`config.mk`:
```
export PLATFORM = sky130hd
export DESIGN_NAME = qif_synapse_driver
export DESIGN_NICKNAME = d
export VERILOG_FILES = /design/src/rtl/qif_synapse_driver.sv
export SDC_FILE = /design/constraint.sdc
export NUM_CORES = 1
export LEC_CHECK = 0
export BUFFER_PORTS_ARGS = -buffer_cell sky130_fd_sc_hd__buf_2
export CORE_UTILIZATION = 61
export CTS_CLUSTER_SIZE = 10
export DETAILED_ROUTE_END_ITERATION = 12
export MAX_ROUTING_LAYER = met4
export PLACE_DENSITY = 0.8
export SLEW_MARGIN = 0
export SYNTH_ARGS = -nofsm -noshare
export SYNTH_HDL_FRONTEND = slang
export SYNTH_SLANG_ARGS = --single-unit
export TNS_END_PERCENT = 1
```
`constraint.sdc`:
```
create_clock -name clk -period 4.06 [get_ports clk]
set_input_delay 0.406 -clock clk [delete_from_list [all_inputs] [get_ports clk]]
set_output_delay 0.406 -clock clk [all_outputs]
set_load 0.01 [all_outputs]
```
`src/rtl/qif_synapse_driver.sv`:
```
// Synaptic current generator for the QIF neuron.
// Each TICK_PERIOD-cycle window latches which presynaptic inputs fired. The
// window's weights are then summed serially, one input per cycle. The sum is
// added to a leaky copy of the stored current and the result is saturated to
// signed 8 bits.
// TICK_PERIOD must be >= N_INPUTS + 2 so that the scan and apply phases finish
// before the next tick arrives.
module qif_synapse_driver #(
  parameter int N_INPUTS    = 4,
  parameter int DECAY_SHIFT = 3,
  parameter int TICK_PERIOD = 8
) (
  input  logic                        clk,
  input  logic                        rst_n,
  input  logic [N_INPUTS-1:0]         spike_in,
  input  logic                        wr_en,
  input  logic [$clog2(N_INPUTS)-1:0] wr_addr,
  input  logic signed [7:0]           wr_data,
  output logic signed [7:0]           I_syn,
  output logic                        syn_valid,
  output logic                        busy
);

  localparam int AddrW = $clog2(N_INPUTS);
  // The sum of N_INPUTS signed 8-bit weights always fits in this width.
  localparam int AccW  = 8 + AddrW + 1;
  // The width of the apply sum: current + leak + acc, with headroom.
  localparam int NextW = AccW + 2;
  localparam int CntW  = $clog2(TICK_PERIOD);

  localparam logic [AddrW-1:0]        LastIdx  = AddrW'(N_INPUTS - 1);
  localparam logic [CntW-1:0]         LastTick = CntW'(TICK_PERIOD - 1);
  localparam logic signed [NextW-1:0] SatMax   = NextW'(127);
  localparam logic signed [NextW-1:0] SatMin   = NextW'(-128);

  typedef enum logic [1:0] {StIdle, StScan, StApply} state_e;

  state_e                   state_q;
  logic [CntW-1:0]          tick_cnt_q;
  logic [N_INPUTS-1:0]      pending_q;
  logic [N_INPUTS-1:0]      snapshot_q;
  logic [AddrW-1:0]         idx_q;
  logic signed [AccW-1:0]   acc_q;
  logic signed [7:0]        i_syn_q;
  logic                     syn_valid_q;
  logic signed [7:0]        weight_q [N_INPUTS];

  logic                     tick;
  logic signed [AccW-1:0]   w_ext;
  logic signed [NextW-1:0]  cur_ext;
  logic signed [NextW-1:0]  acc_ext;
  logic signed [NextW-1:0]  next_full;
  logic signed [7:0]        next_sat;

  // Window boundary decode.
  assign tick = (tick_cnt_q == LastTick);

  // Free-running window counter. It restarts from zero when reset is released.
  always_ff @(posedge clk or posedge rst_n) begin
    if (rst_n) begin
      tick_cnt_q <= '0;
    end else if (tick) begin
      tick_cnt_q <= '0;
    end else begin
      tick_cnt_q <= tick_cnt_q + CntW'(1);
    end
  end

  // Sticky per-input spike capture. Spikes that arrive on the tick cycle open the next window.
  always_ff @(posedge clk or posedge rst_n) begin
    if (rst_n) begin
      pending_q <= '0;
    end else if (tick && (state_q == StIdle)) begin
      pending_q <= spike_in;
    end else begin
      pending_q <= pending_q | spike_in;
    end
  end

  // Weight register file. Out-of-range addresses are dropped.
  always_ff @(posedge clk or posedge rst_n) begin
    if (rst_n) begin
      for (int i = 0; i < N_INPUTS; i++) begin
        weight_q[i] <= '0;
      end
    end else if (wr_en && (int'(wr_addr) < N_INPUTS)) begin
      weight_q[wr_addr] <= wr_data;
    end
  end

  // Weight under scan, and the leak-plus-accumulate result with saturation.
  always_comb begin
    w_ext     = {{(AccW - 8){weight_q[idx_q][7]}}, weight_q[idx_q]};
    cur_ext   = {{(NextW - 8){i_syn_q[7]}}, i_syn_q};
    acc_ext   = {{(NextW - AccW){acc_q[AccW-1]}}, acc_q};
    // The arithmetic shift rounds toward -inf, so negative currents still leak toward zero.
    next_full = cur_ext - (cur_ext >>> DECAY_SHIFT) + acc_ext;
    if (next_full > SatMax) begin
      next_sat = 8'sh7f;
    end else if (next_full < SatMin) begin
      next_sat = 8'sh80;
    end else begin
      next_sat = next_full[7:0];
    end
  end

  // Control FSM: idle until tick, scan one input per cycle, then apply a single update.
  always_ff @(posedge clk or posedge rst_n) begin
    if (rst_n) begin
      state_q     <= StIdle;
      snapshot_q  <= '0;
      idx_q       <= '0;
      acc_q       <= '0;
      i_syn_q     <= '0;
      syn_valid_q <= 1'b0;
    end else begin
      syn_valid_q <= 1'b0;
      unique case (state_q)
        StIdle: begin
          if (tick) begin
            snapshot_q <= pending_q;
            acc_q      <= '0;
            idx_q      <= '0;
            state_q    <= StScan;
          end
        end
        StScan: begin
          // A same-cycle weight write lands after this read, so the old weight is used.
          if (snapshot_q[idx_q]) begin
            acc_q <= acc_q + w_ext;
          end
          if (idx_q == LastIdx) begin
            state_q <= StApply;
          end else begin
            idx_q <= idx_q + AddrW'(1);
          end
        end
        StApply: begin
          i_syn_q     <= next_sat;
          syn_valid_q <= 1'b1;
          state_q     <= StIdle;
        end
        default: begin
          state_q <= StIdle;
        end
      endcase
    end
  end

  assign I_syn     = i_syn_q;
  assign syn_valid = syn_valid_q;
  assign busy      = (state_q != StIdle);

endmodule

```
==> metrics.yaml <==
status: "finished clean"
cts_root_buf: "clkbuf_8"
finalPower_mw: 3.10
core_um2: 6060
skew_ns: 0.00774
track_usage_pct: 26.6
area_growth_pct: 8.85
dr.max_layer_used: "met4"
instances_no_fill: 447
cts_setup_buffers: 0
antenna_found_initial: 0
critPathKind: "reg -> reg"
tritoncts: "done"
dp_hpwl_um: 5490
synth_area_um2: 3930
crit_arrival_ns: 3.58
cap_violations: 0
wl_met2_um: 3830
maxSlewHeadroom_pct: 50.2
clock_sinks: 67
end_kind: "flop"
hold_viol_final: 0
leakage_nw: 1.94
port_buffers: 26
vias: 2683
cts.path.max_buffers: 2
yosys.area.top_type: "dfrtp_1"
setup_tns_ns: 0
clock_latency_ns: 0.35
finalNetCount: 417
ctsResizeCount: 0
cts.clk_slew.worst_paths_ns: 0.08
cts_buffers: 9
drcViolationCount: 0
antenna-diode-count: 0
synthCells: 338
setup_ws_ns: 0.701
grt_pass1_wl_um: 12600
pre_cts_slack_ns: 0.667
fp.dieH_um: 82.3
grt_pass1_vias: 2749
rsz0062_at_grt: "false"
synth-seq-area-share_pct: 42.6
period_share_pct: 82.7
r2r_slack_ns: 0.70
yosys_most_used_dff: "dfrtp_1"
ys_top_cells_by_count: "67 x dfrtp_1, 39 x inv_1, 36 x mux2_2"
r2r-end: "acc_q[10]$_DFFE_PP0P_"
wl_met1_um: 3210
min_period_ns: 3.36
wirelength_um: 7400
holdBufCountCts: 0
power.density_nw_per_um2: 725
yosysMostFrequentCell: "dfrtp_1"
critPathRequiredTime_ns: 4.28
fmax_mhz: 298
vdd_drop_max_v: 0.000534
synth_top_area_share_pct: 42.6
utilization_pct: 70.6
final-max-slew-violation-count: 0
dieArea_um2: 6770
hp-class: "in -> async"
nFillCells: 432
setup_viol: 0
drt_first_iter_violations: 147
grt_max_degree: 39
place.gp.congestion: 0.869
viasPerCell: 6.00
drt_pass1_iterations: 4
synth_area_leaders: "dfrtp_1 43%, mux2_2 10%, ha_1 8.0%"
ctsHtreeMaxLevel: 3
syn_nets: 388
dieWidth_um: 82.3
worstPathMaxFanout: 13
antenna_left: 0
wire_per_inst_um: 16.6
start_kind: "flop"
avgSynthCellArea_um2: 11.6
ys_seq_elements: 67
yosysWarnings: 0
overflow: 0
tightest_slew_ns: 0.744
r2r_cells: 11
synth_edf_count: 0
async_reset_ff_share_pct: 100
rows: 28
place_inst: 431
final_layout_size_suffix_gt1_share_pct: 27.4
io_pins: 27
routed-wl-met3_um: 248
r2r-start: "idx_q[0]$_DFFE_PP0P_"
yosysUniqueCellTypes: 50
initial_core_util_pct: 64.9
==> sequential cells by signal, indices dropped and copies added, names as in the netlist <==
| signal | cells |
|---|---|
| tick_cnt_q | 3 |
| state_q | 2 |
| idx_q | 2 |
| I_syn | 8 |
| snapshot_q | 4 |
| syn_valid | 1 |
| acc_q | 11 |
| weight_q | 32 |
| pending_q | 4 |
==> how the worst max path moves through the flow <==
stage	from	to	slack [ns]
2_1_floorplan	idx_q[0]$_DFFE_PP0P_	acc_q[10]$_DFFE_PP0P_	0.88
3_3_place_gp	idx_q[0]$_DFFE_PP0P_	acc_q[10]$_DFFE_PP0P_	0.77
3_5_place_dp	idx_q[0]$_DFFE_PP0P_	acc_q[10]$_DFFE_PP0P_	0.67
4_1_cts	idx_q[0]$_DFFE_PP0P_	acc_q[10]$_DFFE_PP0P_	0.68
5_1_grt	idx_q[0]$_DFFE_PP0P_	acc_q[10]$_DFFE_PP0P_	0.36
6_report	idx_q[0]$_DFFE_PP0P_	acc_q[10]$_DFFE_PP0P_	0.70
==> critical path, cell delays in order (launching register included) <==
cell and delay [ns]:
dfrtp_1 0.74, mux4_2 0.58, ha_1 0.22, fa_1 0.41, a21o_1 0.19, a211oi_1 0.31
o21ai_0 0.14, nand2_1 0.10, o21ai_0 0.12, xnor2_1 0.16, o211ai_1 0.16, o31ai_1 0.10
==> metal layers <==
| layer | global-route usage, % | vias up |
|---|---|---|
| li1 | - | 1280 |
| met5 | - | - |
| met2 | 45.2 | 62 |
| met1 | 30.7 | 1327 |
| met3 | 7.36 | 14 |
| met4 | 8.25 | 0 |
==> where the power goes <==
part           switching, mW  internal, mW
Sequential            0.0960         0.793
Combinational          0.956         0.731
Clock                  0.294         0.232
Total                   1.35          1.76
==> metrics by stage <==
step                hold slack (ns)  area, um2
floorplan                     0.403       3930
global placement              0.417       4100
detailed placement            0.432       4100
CTS                           0.115       4280
global route                  0.170       4280
finish                        0.113       4280
==> kinds of logic after synthesis <==
kind of cell,count (synthesis),synth area share (%)
buf+inv,48,5.44
simple gates,53,7.41
mux,45,15.5
flops,67,42.6
fa+ha+maj,33,12.0
xor+xnor,16,3.56
compound gates,76,13.5
==> placed cells by master, fill, tap and decap left out, types with 12 or more instances in the layout <==
cell type,count
nand3_1,15
mux2_2,36
dfrtp_1,67
inv_1,38
buf_2,26
o21ai_0,19
ha_1,25
a21oi_1,12
==> area by class of cell <==
cell class                 count  area (um2)  share of cell area (%)
inverter                      39         146                    3.42
tap                           75        93.8                    2.19
sequential                    67        1680                    39.2
multi-input combinational    223        2040                    47.7
timing repair buffer          27         138                    3.22
clock inverter                 7        60.1                    1.40
clock buffer                   9         124                    2.89
Power figures use the tool's default switching activity.
